$ cat config.mk
export PLATFORM = sky130hd
export DESIGN_NAME = inst_fetch_flat
export DESIGN_NICKNAME = d
export VERILOG_FILES = /design/src/rtl/inst_fetch_pkg.sv /design/src/rtl/inst_fetch_if.sv /design/src/rtl/inst_fetch_fifo.sv /design/src/rtl/inst_fetch.sv /design/src/flat_wrapper.sv
export SDC_FILE = /design/constraint.sdc
export NUM_CORES = 1
export LEC_CHECK = 0
export CAP_MARGIN = 30
export CORE_MARGIN = 2
export CORE_UTILIZATION = 51
export DETAILED_ROUTE_END_ITERATION = 8
export GPL_TIMING_DRIVEN = 0
export PLACE_DENSITY = 0.88
export RECOVER_POWER = 100
export SLEW_MARGIN = 0
export SYNTH_ARGS = -nofsm -noshare
export SYNTH_HDL_FRONTEND = slang
export SYNTH_SLANG_ARGS = --single-unit
$ cat constraint.sdc
create_clock -name clk -period 3.39 [get_ports clk]
set_clock_uncertainty 0.1 [all_clocks]
set_input_delay 0.678 -clock clk [delete_from_list [all_inputs] [get_ports clk]]
set_output_delay 0.678 -clock clk [all_outputs]
set_load 0.03 [all_outputs]
$ cat src/rtl/inst_fetch_pkg.sv
// Shared widths, reset PC and the decode-queue entry type for the fetch unit.
package inst_fetch_pkg;

  localparam int ADDR_WIDTH = 16;
  localparam int DATA_WIDTH = 16;
  localparam int FIFO_DEPTH = 2;
  localparam logic [ADDR_WIDTH-1:0] RESET_PC  = 16'h0000;
  localparam logic [DATA_WIDTH-1:0] INSTR_NOP = 16'h0000;

  typedef struct packed {
    logic [DATA_WIDTH-1:0] instr;
    logic [ADDR_WIDTH-1:0] pc;
  } fetch_entry_t;

  function automatic logic [ADDR_WIDTH-1:0] pc_next(input logic [ADDR_WIDTH-1:0] pc);
    return pc + ADDR_WIDTH'(2);
  endfunction

endpackage

$ cat src/rtl/inst_fetch_if.sv
// Memory, redirect and decode-side signals of the fetch unit, grouped for binding.
interface inst_fetch_if;
  import inst_fetch_pkg::*;

  logic [ADDR_WIDTH-1:0] imem_addr;
  logic [DATA_WIDTH-1:0] imem_data;
  logic                  imem_exc;
  logic                  redirect_valid;
  logic [ADDR_WIDTH-1:0] redirect_pc;
  // Decode handshake: a transfer happens on a posedge where dec_valid && dec_ready;
  // dec_valid/dec_instr/dec_pc hold stable until that transfer or a redirect flush.
  logic                  dec_valid;
  logic                  dec_ready;
  logic [DATA_WIDTH-1:0] dec_instr;
  logic [ADDR_WIDTH-1:0] dec_pc;
  logic                  fetch_fault;
  logic [ADDR_WIDTH-1:0] fault_pc;

  modport master (
    output imem_addr, dec_valid, dec_instr, dec_pc, fetch_fault, fault_pc,
    input  imem_data, imem_exc, redirect_valid, redirect_pc, dec_ready
  );

  modport slave (
    input  imem_addr, dec_valid, dec_instr, dec_pc, fetch_fault, fault_pc,
    output imem_data, imem_exc, redirect_valid, redirect_pc, dec_ready
  );

endinterface

$ cat src/rtl/inst_fetch_fifo.sv
// Two-entry {instr,pc} decode queue; the parent's credit check keeps it from overflowing.
module inst_fetch_fifo
  import inst_fetch_pkg::*;
(
  input  logic         clk,
  input  logic         rst,
  input  logic         i_push,
  input  fetch_entry_t i_entry,
  input  logic         i_pop,
  input  logic         i_flush,
  output fetch_entry_t o_head,
  output logic [1:0]   o_count
);

  fetch_entry_t r_mem [FIFO_DEPTH];
  logic         r_wr_ptr;
  logic         r_rd_ptr;
  logic [1:0]   r_count;

  always_ff @(posedge clk or negedge rst) begin
    if (!rst) begin
      r_wr_ptr <= 1'b0;
      r_rd_ptr <= 1'b0;
      r_count  <= 2'd0;
    end else if (i_flush) begin
      r_wr_ptr <= 1'b0;
      r_rd_ptr <= 1'b0;
      r_count  <= 2'd0;
    end else begin
      if (i_push) r_wr_ptr <= ~r_wr_ptr;
      if (i_pop)  r_rd_ptr <= ~r_rd_ptr;
      r_count <= r_count + {1'b0, i_push} - {1'b0, i_pop};
    end
  end

  // When full, push and pop share a slot: the head is read out this cycle before it is overwritten.
  always_ff @(posedge clk) begin
    if (i_push && !i_flush) r_mem[r_wr_ptr] <= i_entry;
  end

  assign o_head  = r_mem[r_rd_ptr];
  assign o_count = r_count;

endmodule

$ cat src/rtl/inst_fetch.sv
// Instruction fetch: issues PCs to a 1-cycle memory, queues responses for decode,
// and handles branch redirects and range/alignment faults.
module inst_fetch
  import inst_fetch_pkg::*;
(
  input  logic         clk,
  input  logic         rst,
  inst_fetch_if.master bus
);

  logic [ADDR_WIDTH-1:0] r_pc;
  logic                  r_req_v;
  logic [ADDR_WIDTH-1:0] r_req_pc;
  logic                  r_fault;
  logic [ADDR_WIDTH-1:0] r_fault_pc;

  logic                  w_redirect;
  logic                  w_pop;
  logic                  w_push;
  logic                  w_exc;
  logic                  w_issue;
  logic [1:0]            w_count;
  logic [2:0]            w_occ;
  fetch_entry_t          w_head;
  fetch_entry_t          w_entry;

  assign w_redirect = bus.redirect_valid;
  assign w_pop      = bus.dec_valid && bus.dec_ready;

  // Slots committed after this edge: queued entries plus the response in flight, minus the pop.
  assign w_occ   = {1'b0, w_count} + {2'b00, r_req_v} - {2'b00, w_pop};
  assign w_issue = !w_redirect && !r_fault && (w_occ < 3'd2);

  // Once faulted, any trailing response is discarded and the first fault PC is kept.
  assign w_push  = !w_redirect && r_req_v && !bus.imem_exc && !r_fault;
  assign w_exc   = !w_redirect && r_req_v &&  bus.imem_exc && !r_fault;

  assign w_entry = '{instr: bus.imem_data, pc: r_req_pc};

  always_ff @(posedge clk or negedge rst) begin
    if (!rst) begin
      r_pc       <= RESET_PC;
      r_req_v    <= 1'b0;
      r_req_pc   <= RESET_PC;
      r_fault    <= 1'b0;
      r_fault_pc <= '0;
    end else if (w_redirect) begin
      r_pc    <= bus.redirect_pc;
      r_req_v <= 1'b0;
      r_fault <= bus.redirect_pc[0];
      if (bus.redirect_pc[0]) r_fault_pc <= bus.redirect_pc;
    end else begin
      if (w_issue) begin
        r_pc     <= pc_next(r_pc);
        r_req_v  <= 1'b1;
        r_req_pc <= r_pc;
      end else begin
        r_req_v  <= 1'b0;
      end
      if (w_exc) begin
        r_fault    <= 1'b1;
        r_fault_pc <= r_req_pc;
      end
    end
  end

  inst_fetch_fifo u_fifo (
    .clk     (clk),
    .rst     (rst),
    .i_push  (w_push),
    .i_entry (w_entry),
    .i_pop   (w_pop && !w_redirect),
    .i_flush (w_redirect),
    .o_head  (w_head),
    .o_count (w_count)
  );

  assign bus.imem_addr   = r_pc;
  assign bus.dec_valid   = (w_count != 2'd0);
  assign bus.dec_instr   = bus.dec_valid ? w_head.instr : '0;
  assign bus.dec_pc      = bus.dec_valid ? w_head.pc    : '0;
  assign bus.fetch_fault = r_fault;
  assign bus.fault_pc    = r_fault_pc;

endmodule

$ cat src/flat_wrapper.sv
// flat-port wrapper written by rule: the top's interface ports become plain ports
module inst_fetch_flat import inst_fetch_pkg::*;
  (clk, rst, bus_imem_addr, bus_dec_valid, bus_dec_instr, bus_dec_pc, bus_fetch_fault, bus_fault_pc, bus_imem_data, bus_imem_exc, bus_redirect_valid, bus_redirect_pc, bus_dec_ready);
  inst_fetch_if bus_i ();
  input  logic clk;
  input  logic rst;
  output wire logic [$bits(bus_i.imem_addr)-1:0] bus_imem_addr;
  output wire logic [$bits(bus_i.dec_valid)-1:0] bus_dec_valid;
  output wire logic [$bits(bus_i.dec_instr)-1:0] bus_dec_instr;
  output wire logic [$bits(bus_i.dec_pc)-1:0] bus_dec_pc;
  output wire logic [$bits(bus_i.fetch_fault)-1:0] bus_fetch_fault;
  output wire logic [$bits(bus_i.fault_pc)-1:0] bus_fault_pc;
  input wire logic [$bits(bus_i.imem_data)-1:0] bus_imem_data;
  input wire logic [$bits(bus_i.imem_exc)-1:0] bus_imem_exc;
  input wire logic [$bits(bus_i.redirect_valid)-1:0] bus_redirect_valid;
  input wire logic [$bits(bus_i.redirect_pc)-1:0] bus_redirect_pc;
  input wire logic [$bits(bus_i.dec_ready)-1:0] bus_dec_ready;
  assign bus_imem_addr = bus_i.imem_addr;
  assign bus_dec_valid = bus_i.dec_valid;
  assign bus_dec_instr = bus_i.dec_instr;
  assign bus_dec_pc = bus_i.dec_pc;
  assign bus_fetch_fault = bus_i.fetch_fault;
  assign bus_fault_pc = bus_i.fault_pc;
  assign bus_i.imem_data = bus_imem_data;
  assign bus_i.imem_exc = bus_imem_exc;
  assign bus_i.redirect_valid = bus_redirect_valid;
  assign bus_i.redirect_pc = bus_redirect_pc;
  assign bus_i.dec_ready = bus_dec_ready;
  inst_fetch u_core (.clk(clk), .rst(rst), .bus(bus_i));
endmodule
==> metrics.txt <==
outcome=finished, violations left; failing checks=capacitance limit, slew limit; syn nets=~450; Synth area leader=edfxtp_1; max layer used=met4; post-detail-place hpwl=8.327 mm; port bufs=102; Die ar.=approximately 11000 um^2; Starting Density=52.00%; simple-gate portion of the synthesized area=12.76%; CTS tree=built; FILL cells=653; ys flop type=edfxtp_1; row cnt=36; Cell variety after synth=41; top-count cell post-synth=nand2_1; layout cells sized above 1=8.640%; Synth top area share=38.34%; post-synthesis xor/xnor area fraction=about 1.7%; setup ws final=0.07769 ns; Hold Startpoint=u_core.bus.fault_pc[12]; post-route cell area=6878 um^2; fmax=301.9 MHz; CTS Hold Bufs=0; area growth from synthesis to layout=37.22%; drt drc=0; maximum net fanout on the critical path=10; vias in the first global route=roughly 3900; CORE AREA=9639 um^2; Yosys reg bits=118; Clock Path Buffers=2; FF+latch area=3273 um^2; largest family of logic cells by synthesized area=simple AND/OR/NAND/NOR gates; Wirelength per Cell=18.85 um; multiplexer share of the synthesized area=10.01%; DRT met1 WL=approximately 4.8 mm; Synth Cell Area=approximately 5000 um^2; chip height=roughly 100 um; Critical path origin=u_core.u_fifo.r_rd_ptr; pre-CTS WS=between 0.09 and 0.1 ns; Crit Path Class=reg -> out; Tightest Pin Transition=1.618 ns; Synth Instances=408; Max-Cap Viols=1; # IOs=a little over 100; GRT Total Usage=25.68%; fin util=71.35%; Post-DRT Antenna Nets=0; global-route wire length before repair=roughly 20 mm; area of the multi-input gates=1595 um^2; setup violators final=0; Slew Viols, Final=31; largest net degree at the start of global routing=33; P per Cell Area=699.3 nW/um^2; DIE WIDTH=103.1 um; clock sink count=118; clock buffer count from CTS=17; GPL Wtd Cong=0.8610; root buffer cell=clkbuf_8; synth cell count leaders=nand2_1 (74), edfxtp_1 (64), dfrtp_1 (54); Detailed Route Iter0 Violations=between 200 and 300; Final period util=between 90% and 100%; number of flops mapped to enable cells by yosys=64; Yosys Warn Count=0; Worst-Skew Late Latency=between 0.5 and 0.6 ns; CTS clk-pin slew, worst paths=0.06 ns; met3 WL=991 um; Hold Fails Final Rpt=0; element type at the critical path end=output port; sequential area share after synthesis=65.30%; unrepaired setup endpoints after global routing=no; ranking of synthesized cells by area=edfxtp_1 (38%), dfrtp_1 (27%), mux2i_1 (9.8%), nand2_1 (5.5%), nor2_1 (3.1%); Max VDD drop=380.3 uV; Critical Path RT=2.61 ns; CP arrival=2.53 ns; Antenna diodes=0; total via count in the routed design=3770; total gr overflow=0; Syn Area/Cell=12.29 um^2; H-tree Lvls=4; fin crit period=3.312 ns; Hold Crit Class=reg -> reg; compound-gate portion of the synthesized area=6.340%; leakage power=roughly 0.0027 uW; initial antenna violation count=0; Critical R2R Launch=u_core.u_fifo.o_count[1]; final wirelength=12.76 mm; adder-cell share of the synthesized area=1.148%; asr flop ratio synth=45.76%; DR pass1 iterations=5; DR WL met2=6.499 mm; Tot Pwr=4810 uW; DR vias/cell=5.569; dpl cell area=approximately 6200 um^2; Worst setup SP type=register; Slew HR=-7.879%; Nets=approximately 570
## per-stage QoR
step,setup TNS [ns],cells,hold WS (ns)
6_report,0,677,0.3786
5_1_grt,0,677,0.4023
4_1_cts,0,677,0.07942
3_5_place_dp,0,645,0.3702
3_3_place_gp,-37.56,643,0.3656
2_1_floorplan,0,408,0.2824
## cells by family (layout without fill, tap and decap cells)
logic type / after synthesis / after routing
simple gates: 145 / 145
flops: 118 / 118
compound gates: 51 / 51
mux: 50 / 50
buf+inv: 31 / 167
xor+xnor: 9 / 9
fa+ha+maj: 4 / 4
## power by group
part           internal, uW  switching (uW)  total, uW  leakage [uW]
logic                   322             538        860       0.00116
clock network          1410             631       2050      0.000322
registers              1720             183       1900       0.00125
total                  3460            1350       4810       0.00274
## cell usage in the layout, fill, tap and decap left out, types with 4 or more instances in the layout
cell             count
nand3_1              8
clkdlybuf4s50_1     46
xor2_1               5
o21ai_0             27
dlygate4sd3_1       55
nor2_1              41
mux2i_1             49
nand4_1              4
nand2_1             75
buf_2                4
clkbuf_1            16
bufinv_16            7
inv_1                9
clkbuf_16           16
edfxtp_1            64
a22oi_1              4
o211ai_1             4
dfrtp_1             54
a21oi_1              5
## sequential cells by signal, indices dropped and copies added (netlist names)
register and flops:
u_core.bus.fault_pc 16, u_core.bus.fetch_fault 1, u_core.bus.imem_addr 16, u_core.r_req_pc 16, u_core.r_req_v 1, u_core.u_fifo.o_count 2, u_core.u_fifo.r_mem 64, u_core.u_fifo.r_rd_ptr 1
u_core.u_fifo.r_wr_ptr 1
## routing by layer
| metal | up-vias | global-route usage, % |
|---|---|---|
| met2 | 199 | 44.11 |
| met4 | 0 | 11.44 |
| met5 | - | 0 |
| met3 | 43 | 7.322 |
| met1 | 1838 | 30.05 |
| li1 | 1690 | - |
## worst max-delay path, stage by stage, from the launching register on
cell	delay, ns
dfrtp_1	0.32
clkbuf_1	0.32
buf_2	0.39
mux2i_1	0.13
nor2_1	0.12
clkdlybuf4s50_1	0.72
## final cells by class
type | instances | share of cell area [%]
Buffer | 21 | 1.419
Clock buffer | 19 | 6.131
Clock inverter | 13 | 3.675
Inverter | 10 | 0.5458
Multi-Input combinational cell | 259 | 23.19
Sequential cell | 118 | 47.59
Tap cell | 133 | 2.420
Timing Repair Buffer | 104 | 15.03
## worst paths after layout
kind | to | slack, ns | depth (start not counted)
max in group asynchronous | u_core.r_req_pc[8] | 0.63 | 2
min in group asynchronous | u_core.bus.fault_pc[14] | 0.40 | 1
worst max register to register | u_core.bus.imem_addr[15] | 0.18 | 11
worst max-delay path | bus_dec_pc[9] | 0.08 | 5
worst min register to register | u_core.bus.fault_pc[12] | 0.38 | 2
worst min-delay path | u_core.bus.fault_pc[12] | 0.38 | 2
## what timing repair did
| action | in CTS | in global routing |
|---|---|---|
| resized for setup | 1 | 3 |
| setup buffers | 0 | 0 |
| endpoints found under the setup margin | 16 | 6 |
Power figures use the tool's default switching activity.
